--- config.mk ---
export PLATFORM = sky130hd
export DESIGN_NAME = fetch_stage
export DESIGN_NICKNAME = d
export VERILOG_FILES = /design/src/rtl/riscv_pkg.sv /design/src/rtl/fetch_stage.sv
export SDC_FILE = /design/constraint.sdc
export NUM_CORES = 1
export LEC_CHECK = 0
export BUFFER_PORTS_ARGS = -buffer_cell sky130_fd_sc_hd__clkbuf_2
export CAP_MARGIN = 20
export CORE_UTILIZATION = 61
export CTS_BUF_LIST = sky130_fd_sc_hd__clkbuf_2 sky130_fd_sc_hd__clkbuf_4 sky130_fd_sc_hd__clkbuf_8
export DETAILED_ROUTE_END_ITERATION = 7
export GPL_ROUTABILITY_DRIVEN = 0
export PLACE_DENSITY = 0.87
export SLEW_MARGIN = 10
export SYNTH_ARGS = -nofsm -noshare
export SYNTH_HDL_FRONTEND = slang
export SYNTH_SLANG_ARGS = --single-unit
--- constraint.sdc ---
create_clock -name clk -period 7.2 [get_ports clk]
set_input_delay 0.72 -clock clk [delete_from_list [all_inputs] [get_ports clk]]
set_output_delay 0.72 -clock clk [all_outputs]
set_load 0.005 [all_outputs]
--- src/rtl/riscv_pkg.sv ---
`default_nettype none
// ============================================================================
// Module   : riscv_pkg
// Brief    : Shared RV32 constants, fetch FSM state type and opcode helper.
// Revision : 1.0
// ============================================================================
package riscv_pkg;

   localparam int XLEN = 32;

   localparam logic [6:0] OPC_OP     = 7'b0110011;
   localparam logic [6:0] OPC_OP_IMM = 7'b0010011;
   localparam logic [6:0] OPC_LOAD   = 7'b0000011;
   localparam logic [6:0] OPC_STORE  = 7'b0100011;
   localparam logic [6:0] OPC_BRANCH = 7'b1100011;
   localparam logic [6:0] OPC_LUI    = 7'b0110111;
   localparam logic [6:0] OPC_JAL    = 7'b1101111;

   typedef enum logic [1:0] {
      BOOT  = 2'd0,
      ISSUE = 2'd1,
      WAIT  = 2'd2,
      HOLD  = 2'd3
   } fetch_state_t;

   function automatic logic is_legal_opcode(input logic [6:0] opcode);
      logic legal;
      case (opcode)
         OPC_OP, OPC_OP_IMM, OPC_LOAD, OPC_STORE,
         OPC_BRANCH, OPC_LUI, OPC_JAL: legal = 1'b1;
         default:                      legal = 1'b0;
      endcase
      return legal;
   endfunction

endpackage
`default_nettype wire

--- src/rtl/fetch_stage.sv ---
`default_nettype none
// ============================================================================
// Module   : fetch_stage
// Brief    : Single-outstanding instruction fetch with IF/ID register,
//            one-entry skid buffer and branch redirect/flush.
// Revision : 1.0
// ============================================================================
module fetch_stage
   import riscv_pkg::*;
#(
   parameter logic [31:0] RESET_PC = 32'h0000_0000
) (
   input  logic        clk,
   input  logic        reset,
   output logic        imem_req,
   output logic [31:0] imem_addr,
   input  logic        imem_rvalid,
   input  logic [31:0] imem_rdata,
   input  logic        dec_ready,
   input  logic        br_taken,
   input  logic [31:0] br_target,
   output logic        instr_valid,
   output logic [31:0] instr,
   output logic [31:0] pc,
   output logic        instr_illegal
);

   fetch_state_t    r_state;
   logic [XLEN-1:0] r_fetch_pc;
   logic            r_drop;

   logic            r_buf_full;
   logic [XLEN-1:0] r_buf_instr;
   logic [XLEN-1:0] r_buf_pc;
   logic            r_buf_illegal;

   logic            r_instr_valid;
   logic [XLEN-1:0] r_instr;
   logic [XLEN-1:0] r_pc;
   logic            r_instr_illegal;

   logic [XLEN-1:0] w_pc_inc;
   logic            w_rdata_illegal;
   logic            w_unused_br_lsb;

   assign w_pc_inc        = r_fetch_pc + 32'd4;
   assign w_rdata_illegal = ~is_legal_opcode(imem_rdata[6:0]);
   assign w_unused_br_lsb = ^br_target[1:0];

   assign imem_req      = (r_state == ISSUE);
   assign imem_addr     = r_fetch_pc;
   assign instr_valid   = r_instr_valid;
   assign instr         = r_instr;
   assign pc            = r_pc;
   assign instr_illegal = r_instr_illegal;

   always_ff @(posedge clk or posedge reset) begin
      if (reset) begin
         r_state         <= BOOT;
         r_fetch_pc      <= RESET_PC;
         r_drop          <= 1'b0;
         r_buf_full      <= 1'b0;
         r_buf_instr     <= '0;
         r_buf_pc        <= '0;
         r_buf_illegal   <= 1'b0;
         r_instr_valid   <= 1'b0;
         r_instr         <= '0;
         r_pc            <= '0;
         r_instr_illegal <= 1'b0;
      end else begin
         // Consumption frees IF/ID; a load below in the same cycle overrides.
         if (r_instr_valid && dec_ready) begin
            r_instr_valid <= 1'b0;
         end

         if (br_taken && (r_state != BOOT)) begin
            r_fetch_pc    <= {br_target[XLEN-1:2], 2'b00};
            r_instr_valid <= 1'b0;
            r_buf_full    <= 1'b0;
            case (r_state)
               ISSUE: begin
                  r_drop  <= 1'b1;
                  r_state <= WAIT;
               end
               WAIT: begin
                  // A response arriving now is stale; otherwise mark the pending one.
                  if (imem_rvalid) begin
                     r_drop  <= 1'b0;
                     r_state <= ISSUE;
                  end else begin
                     r_drop  <= 1'b1;
                  end
               end
               default: r_state <= ISSUE;
            endcase
         end else begin
            case (r_state)
               BOOT:  r_state <= ISSUE;
               ISSUE: r_state <= WAIT;
               WAIT: begin
                  if (imem_rvalid) begin
                     r_state <= ISSUE;
                     if (r_drop) begin
                        r_drop <= 1'b0;
                     end else begin
                        r_fetch_pc <= w_pc_inc;
                        if (!r_instr_valid || dec_ready) begin
                           r_instr_valid   <= 1'b1;
                           r_instr         <= imem_rdata;
                           r_pc            <= r_fetch_pc;
                           r_instr_illegal <= w_rdata_illegal;
                        end else begin
                           r_buf_full    <= 1'b1;
                           r_buf_instr   <= imem_rdata;
                           r_buf_pc      <= r_fetch_pc;
                           r_buf_illegal <= w_rdata_illegal;
                           r_state       <= HOLD;
                        end
                     end
                  end
               end
               HOLD: begin
                  if (dec_ready && r_buf_full) begin
                     r_instr_valid   <= 1'b1;
                     r_instr         <= r_buf_instr;
                     r_pc            <= r_buf_pc;
                     r_instr_illegal <= r_buf_illegal;
                     r_buf_full      <= 1'b0;
                     r_state         <= ISSUE;
                  end
               end
               default: r_state <= BOOT;
            endcase
         end
      end
   end

endmodule
`default_nettype wire

Word level (Yosys, flattened, before mapping)
Index checks and enable logic that the tools add are counted.
- register bits after elaboration: 167
- input bits: 69
- output and inout port bits: 99
- logic and storage cells: 100
- $add $sub $neg: 1
- equality and inequality tests: 19
- mux-type cells: 46
- bitwise logic cells: 4
- reduce and logical (&&, ||, !) cells: 19
- operators with widths (cell ; count):
    $mux 32 ; 12
    $pmux 32 s2 ; 2
    $add 32x3->32 const B ; 1
    $eq 7x6->1 const B ; 3
    $mux 1 ; 20
    $eq 7x7->1 const B ; 2
    $mux 2 ; 6
    $ne 3x3->1 const B ; 4
    $reduce_and 5->1 ; 2
    $reduce_bool 2->1 ; 5
    $ne 2x2->1 const B ; 4
    $pmux 1 s2 ; 4
    $pmux 2 s4 ; 1
    $eq 7x2->1 const B ; 1
    $eq 7x5->1 const B ; 1
    $reduce_or 7->1 ; 1
    $reduce_and 3->1 ; 2
    $reduce_and 6->1 ; 1
    $eq 2x2->1 const B ; 2
    $not 1->1 ; 4
    $pmux 2 s2 ; 1
    $logic_and 1x1->1 ; 3
    $reduce_bool 3->1 ; 1
    $eq 2x1->1 const B ; 1
    5 further kinds ; 5

Logic depth before layout (Yosys ltp)
Gate-level depths: netlist (run 1).
- depth after elaboration: 8
- gate-level depth with buffers: 9
- gate-level depth less buffers: 7

Least setup slack after synthesis (run 1)
OpenSTA, ideal clock, no wires.
- path type: input to register
- from: in br_taken
- to: reg r_buf_instr[3]
- setup time: 0.125 ns
- arrival time: 1.962 ns
- required time: 7.075 ns
- slack: 5.114 ns
- cell stages on the path: 5
- buffers on the path: 2
- path through: nor2b_1 > clkbuf_1 > nor3_2 > buf_2 > mux2_2
- word-level cells in the longest chain between the ends: 3
- ends and longest elaborated chain (element ; line ; RTL):
    from (decl) ; fetch_stage.sv:20 ; input logic br_taken,
    $logic_and 1x1->1 ; fetch_stage.sv:76 ; if (br_taken && (r_state != BOOT)) begin
    $not 1->1 (no source line) ; - ;
    $reduce_and 5->1 (no source line) ; - ;
    to (signal assigned) ; fetch_stage.sv:114 ; r_buf_instr <= imem_rdata;
    to (decl) ; fetch_stage.sv:33 ; logic [XLEN-1:0] r_buf_instr;
Every way passes these cells.
A chain may end at the register's enable or synchronous reset.

Worst setup path in the final report (run 1)
- from: reg r_state[0]
- to: reg r_buf_pc[14]
- word-level cells in the longest chain between the ends: 4
- elaborated cells on any way between the ends: 5
- those cells by class: eq/ne: 1; bitwise: 1; reduce/logical: 3
- ends and longest elaborated chain (element ; line ; RTL):
    from (decl) ; fetch_stage.sv:28 ; fetch_state_t r_state;
    from (signal assigned) ; fetch_stage.sv:59 ; r_state <= BOOT;
    from (signal assigned) ; fetch_stage.sv:83 ; r_state <= WAIT;
    from (signal assigned) ; fetch_stage.sv:89 ; r_state <= ISSUE;
    $reduce_bool 2->1 ; fetch_stage.sv:76 ;
    $logic_and 1x1->1 ; fetch_stage.sv:76 ;
    $not 1->1 (no source line) ; - ;
    $reduce_and 5->1 (no source line) (*) ; - ;
    to (signal assigned) ; fetch_stage.sv:115 ; r_buf_pc <= r_fetch_pc;
    to (decl) ; fetch_stage.sv:34 ; logic [XLEN-1:0] r_buf_pc;
Every way passes the cells marked *; elsewhere a longest branch is shown, timed or not.

==> run_results.csv, run 1 <==
group,metric,value,unit
clock_network,clock_sink_count,161,
timing,rsz0062_at_grt,"false",
logic_synthesis,synthFlopType,"dfrtp_1",
flow_run,cap_viol_max_count,0,
route,first_iter_violations,467,
worst_setup_path,crit_required,7.54,ns
global_routing,grt_overflow,0,
clock_network,ctsLongestPathBuffers,2,
finish,design_area,9030,um2
logic_synthesis,synth_common_cells,"161 x dfrtp_1, 91 x a21oi_1, 91 x nor2_1",
timing,setup-violations-final,0,
worst_setup_path,cp_max_fo,51,
route,vias_per_cell,5.90,
floorplanning,core-area,12100,um2
clock_network,tritoncts,"yes",
pwr,clkPwrFrac,20.9,%
status,status,"completed",
pwr,swShare,38.2,%
finish,drive_gt1_share,28.1,%
clock_network,cts_htree_levels,4,
timing,max_clock_freq,0.342,GHz
placement,dp.cells,1003,
timing,slew_headroom,24.1,%
logic_synthesis,synth_cells,713,
timing,skew,0.00791,ns
floorplanning,start_util,63.0,%
logic_synthesis,synth_most_common_cell,"dfrtp_1",
finish,antenna_cells,0,
worst_setup_path,crit_type,"flop to flop",
timing,hold_violations,0,
pwr,p_sw,0.00140,W
logic_synthesis,async_flop_share,100,%
global_routing,grt_max_degree,127,
global_routing,first_global_vias,6108,
clock_network,cts_hold_buf,0,
floorplanning,die_x,114,um
floorplanning,die-area,13000,um2
route,drt-wirelength-per-cell,17.0,um
route,routed_wl,17600,um
clock_network,cts_root_buffer,"clkbuf_8",
logic_synthesis,yosysWarnings,0,
finish,synthToLayoutAreaGrowth,18.4,%
pwr,p_leak,4.25,nW
floorplanning,rows,40,
finish,final_util,74.6,%
finish,instances_no_fill,1036,
route,vias,6115,
logic_synthesis,syn-cell-area,7630,um2
worst_setup_path,end_kind,"flop",
clock_network,clkSlewWorstSetupHoldPaths,0.08,ns
pwr,comb_power_share,38.8,%
logic_synthesis,yosysTopAreaCell,"dfrtp_1",
floorplanning,io-pin-count,168,
route,ant_nets,0,
pwr,p_int,0.00227,W
pwr,cellPowerDensity,407,nW/um2
floorplanning,die_h,114,um
timing,final.setup.tns,0,ns
timing,fin_crit,2.93,ns
route,drt_pre_antenna_iters,8,
logic_synthesis,ys_types,58,
logic_synthesis,synth.top_cell.area_share,52.8,%
clock_network,cts_setup_buffers,0,
worst_setup_path,critPathArrivalTime,3.26,ns
pwr,ir_drop,0.211,mV
logic_synthesis,synth.area.top_cells,"dfrtp_1 53%, mux2i_1 8.7%, a21oi_1 6.0%, mux2_1 4.9%, nor2_1 4.5%",
clock_network,cts_buffers,17,
pwr,fin_total_pwr,0.00367,W
logic_synthesis,syn_area_per_cell,10.7,um2
timing,drv_slew,0,
placement,hpwl,11800,um
global_routing,grt_pass1_wl,29000,um
global_routing,antenna_found_initial,0,
timing,worst-slew-pin-transition,1.14,ns
logic_synthesis,synth-seq-cells,161,
global_routing,grt.total_usage,28.4,%
route,route.detailed.drc,0,
pwr,pwr-share-seq,40.3,%
placement,portBuffers,161,
clock_network,clk-insertion-delay-late,0.45,ns
logic_synthesis,synth-edff-count,0,
min_path,hold_class,"input port to async pin",
timing,post-route-period-util,40.6,%
worst_setup_path,startpoint_type,"flop",
finish,nets,929,
placement,place_area,8530,um2
logic_synthesis,seq_area_frac_synth,52.8,%
clock_network,post_cts_resized,0,
==> critical path, stage by stage (launching register included) <==
cell and delay, ns:
dfrtp_1 0.48, inv_1 0.18, ha_1 0.31, nand2_1 0.15, nor3_4 0.56, buf_4 0.69, mux2_2 0.42
==> power by group through the flow <==
stage / registers [W] / logic [W] / clock network (W)
6_report: 0.00148 / 0.00142 / 0.000770
4_1_cts: 0.00148 / 0.00141 / 0.000782
5_1_grt: 0.00152 / 0.00159 / 0.000818
3_3_place_gp: 0.00146 / 0.00133 / 0
2_1_floorplan: 0.00144 / 0.000912 / 0
3_5_place_dp: 0.00149 / 0.00140 / 0
==> flip-flops by register name, indices dropped and copies added, names as in the netlist <==
name	count
r_state	2
instr	32
r_buf_full	1
imem_addr	30
pc	30
r_drop	1
r_buf_instr	32
r_buf_illegal	1
instr_illegal	1
instr_valid	1
r_buf_pc	30
==> cell families (layout without fill, tap and decap cells) <==
kind of cell               count (synthesis)  in the layout  synth area share [%]
AOI/OAI and AO/OA                        157            157                  12.4
adders and majority gates                  5              5                 0.820
buffers and inverters                     58            210                  3.31
DFF                                      161            161                  52.8
muxes                                    129            129                  18.0
other                                      1              4                0.0491
and+or+nand+nor                          202            202                  12.6
==> layout by cell type (no fill, tap or decap), types with 3 or more instances in the layout <==
cell type	netlist	routed
a311oi_1	3	3
and4_1	4	4
clkbuf_4	0	3
a31oi_1	3	3
nand4_1	7	7
nor4_1	5	5
mux2_1	33	33
conb_1	1	4
bufinv_16	0	5
dfrtp_1	161	161
a21oi_1	91	91
clkbuf_2	0	161
clkbuf_8	0	20
nand2_1	38	38
a2bb2oi_1	7	7
and2_1	3	3
or2_1	3	3
nand2b_1	3	3
a211oi_1	3	3
inv_1	9	8
o22ai_1	10	10
mux2i_1	66	66
ha_1	5	4
nor2_1	91	91
nor2b_1	4	3
nor3_1	11	11
buf_4	5	7
o21ai_0	12	12
nand3_1	18	18
o211ai_1	3	3
mux2_2	30	30
o22a_1	3	3
==> area by class of cell <==
| type | instances | area [um2] |
|---|---|---|
| clock inverters | 9 | 176 |
| clock buffers | 23 | 298 |
| repair buffers | 169 | 886 |
| well taps | 168 | 210 |
| fillers | 871 | 3080 |
| multi-input cells | 497 | 3390 |
| inverters | 9 | 38.8 |
| flip-flops and latches | 161 | 4030 |
==> metrics by stage <==
step / hold WS [ns] / setup slack (ns)
after CTS: 0.432 / 4.25
after detailed placement: 0.475 / 4.12
after global placement: 0.466 / 4.20
final: 0.397 / 4.27
after floorplan: 0.458 / 2.13
after global routing: 0.465 / 4.11
==> layer usage <==
metal	GRT usage [%]	part of all wire, %	vias to the layer above
li1	-	-	2838
met3	6.06	7.2	35
met1	36.5	42	2987
met2	46.7	49	255
met5	0	0	-
met4	12.5	2.1	0
==> worst paths after layout <==
check                                           startpoint                          to  slack, ns  cells past startpoint
worst max-delay path                r_state[0]$_DFFE_PP0P_    r_buf_pc[14]$_DFFE_PP0P_       4.27                      6
worst min-delay path                                 reset       instr[20]$_DFFE_PP0P_       0.40                      2
worst max register to register      r_state[0]$_DFFE_PP0P_    r_buf_pc[14]$_DFFE_PP0P_       4.27                      6
worst min register to register  r_buf_instr[6]$_DFFE_PP0P_  r_buf_instr[6]$_DFFE_PP0P_       0.49                      1
max in group asynchronous                            reset          pc[23]$_DFFE_PP0P_       5.41                      3
min in group clk                              br_target[2]    imem_addr[2]$_DFFE_PP0P_       0.48                      3
(Power assumes the default switching activity.)
==> run 2, diff against run 1 <==
--- a/config.mk
+++ b/config.mk
@@ -7,11 +7,11 @@
 export LEC_CHECK = 0
 export BUFFER_PORTS_ARGS = -buffer_cell sky130_fd_sc_hd__clkbuf_2
 export CAP_MARGIN = 20
-export CORE_UTILIZATION = 61
+export CORE_UTILIZATION = 51
 export CTS_BUF_LIST = sky130_fd_sc_hd__clkbuf_2 sky130_fd_sc_hd__clkbuf_4 sky130_fd_sc_hd__clkbuf_8
 export DETAILED_ROUTE_END_ITERATION = 7
 export GPL_ROUTABILITY_DRIVEN = 0
-export PLACE_DENSITY = 0.87
+export PLACE_DENSITY = 0.78
 export SLEW_MARGIN = 10
 export SYNTH_ARGS = -nofsm -noshare
 export SYNTH_HDL_FRONTEND = slang
==> constraint.sdc (replaced) <==
create_clock -name clk -period 2.5 [get_ports clk]
set_input_delay 0.25 -clock clk [delete_from_list [all_inputs] [get_ports clk]]
set_output_delay 0.25 -clock clk [all_outputs]
set_load 0.005 [all_outputs]
==> run_results.csv, run 2 (synthesized netlist as in run 1, its figures left out) <==
group,metric,value,unit
status,status,"completed",
worst_setup_path,cp_max_fo,7,
floorplanning,die_x,124,um
finish,drive_gt1_share,29.6,%
worst_setup_path,path_cells,"ha_1, nand4_1, nor4_2, buf_4, nand4_1, a21oi_1, a2bb2oi_1",
worst_setup_path,crit_type,"flop to flop",
route,first_iter_violations,313,
finish,final_cell_mix,"161 x dfrtp_1, 161 x clkbuf_2, 91 x nor2_1, 91 x a21oi_1, 66 x mux2i_1",
worst_setup_path,critical-path-top-delay-family,"simple AND/OR/NAND/NOR gates",
timing,fin_crit,2.23,ns
timing,setup-violations-final,0,
min_path,hold_class,"input port to flop",
clock_network,tritoncts,"yes",
worst_setup_path,slowest_delay,0.46,ns
pwr,fin_total_pwr,0.0103,W
timing,slew_headroom,44.9,%
timing,hold_violations,0,
route,ant_nets,0,
finish,fillers,1217,
floorplanning,rows,44,
timing,post-route-period-util,89.3,%
floorplanning,io-pin-count,168,
floorplanning,core-area,14600,um2
worst_setup_path,critPathArrivalTime,2.60,ns
clock_network,cts_buffers,17,
pwr,p_leak,4.33,nW
worst_setup_path,cpMostUsedCell,"nand4_1",
global_routing,grt_overflow,0,
timing,skew,0.0124,ns
floorplanning,die-area,15500,um2
floorplanning,die_h,124,um
finish,synthToLayoutAreaGrowth,20.9,%
worst_setup_path,crit_slowest_cell,"dfrtp_1",
route,drt_pre_antenna_iters,5,
timing,fin_hold_ws,0.0391,ns
timing,worst-slew-pin-transition,0.825,ns
worst_setup_path,startpoint_type,"flop",
global_routing,gr-usage-met3,6.36,%
worst_setup_path,path_buf_inv,1,
global_routing,busiest_layer,"met2",
global_routing,antenna_found_initial,0,
route,vias,6053,
global_routing,met2_usage,37.5,%
clock_network,clkSlewWorstSetupHoldPaths,0.08,ns
route,drt-wirelength-per-cell,16.3,um
timing,max_clock_freq,0.448,GHz
worst_setup_path,end_kind,"flop",
clock_network,cts_htree_levels,4,
finish,antenna_cells,0,
finish,nets,950,
timing,rsz0062_at_grt,"false",
clock_network,clk-insertion-delay-late,0.45,ns
route,routed_wl,17500,um
timing,drv_slew,0,
placement,hpwl,12300,um
global_routing,gr-usage-met1,31.7,%
timing,final.setup.tns,0,ns
finish,instances_no_fill,1073,
pwr,ir_drop,0.452,mV
floorplanning,start_util,52.3,%
flow_run,cap_viol_max_count,0,
pwr,cellPowerDensity,1120,nW/um2
placement,dp.cells,1037,
route,route.detailed.drc,0,
global_routing,first_global_vias,5909,
global_routing,grt.total_usage,23.4,%
clock_network,cts_root_buffer,"clkbuf_8",
route,vias_per_cell,5.64,
clock_network,clock_sink_count,161,
global_routing,grt_max_degree,55,
placement,portBuffers,161,
worst_setup_path,crit_required,2.87,ns
clock_network,ctsLongestPathBuffers,2,
global_routing,grt_pass1_wl,29400,um
[run 2: changes by cell type in the layout (fill, tap and decap cells not counted), moves of 2 or more]
cell           previous run  this run
dlygate4sd3_1             0         2
buf_4                     7        18
bufinv_16                 5         1
clkinvlp_4                1         4
clkbuf_8                 20        22
buf_12                    0         9
[run 2: timing repair]
action	4_1_cts	5_1_grt
setup buffers	0	2
setup endpoints to repair	0	1
resized for setup	0	0
hold buffers	2	0
endpoints found under the hold margin	27	0
[run 2: metal layers]
layer | routed length, um | part of all wire [%]
met1 | 8140 | 47
met2 | 8220 | 47
met3 | 1020 | 5.9
met4 | 105 | 0.60
met5 | 0 | 0
[run 2: layout make-up]
class | instances | area [um2] | share of cell area, %
multi-input cells | 497 | 3390 | 36.8
clock inverters | 8 | 76.3 | 0.827
well taps | 184 | 230 | 2.50
repair buffers | 190 | 1140 | 12.4
flip-flops and latches | 161 | 4030 | 43.7
clock buffers | 24 | 318 | 3.45
inverters | 9 | 37.5 | 0.407
[run 2: worst paths after layout]
check	start	endpoint	slack (ns)	cells past startpoint
min reg2reg	r_buf_instr[22]$_DFFE_PP0P_	r_buf_instr[22]$_DFFE_PP0P_	0.49	1
min in group asynchronous	reset	instr[8]$_DFFE_PP0P_	0.51	3
min	imem_rdata[10]	r_buf_instr[10]$_DFFE_PP0P_	0.04	2
max reg2reg	imem_addr[2]$_DFFE_PP0P_	imem_addr[18]$_DFFE_PP0P_	0.27	7
max	imem_addr[2]$_DFFE_PP0P_	imem_addr[18]$_DFFE_PP0P_	0.27	7
max in group asynchronous	reset	pc[14]$_DFFE_PP0P_	1.36	4
[run 2: where the power goes]
group	total, W	switching (W)	internal (W)
combinational	0.00420	0.00228	0.00192
clock	0.00186	0.000922	0.000941
sequential	0.00426	0.000798	0.00346
total	0.0103	0.00400	0.00632
[run 2: through the flow]
| stage | utilization (%) | worst slack [ns] | instance area [um2] |
|---|---|---|---|
| floorplan | - | 0.207 | 7640 |
| global placement | 60.3 | 0.285 | 8800 |
| detailed placement | 60.3 | 0.238 | 8800 |
| CTS | 63.1 | 0.219 | 9210 |
| global route | 63.2 | 0.124 | 9230 |
| finish | 63.2 | 0.269 | 9230 |
[run 2: worst reg2reg max path: cells and delay by family (launching register included)]
family	cells	cell delay (ns)
buffers and inverters	1	0.20
AO/OA/AOI/OAI	2	0.36
flip-flops	1	0.46
adder cells (fa/ha/maj)	1	0.29
AND/OR/NAND/NOR	3	0.84
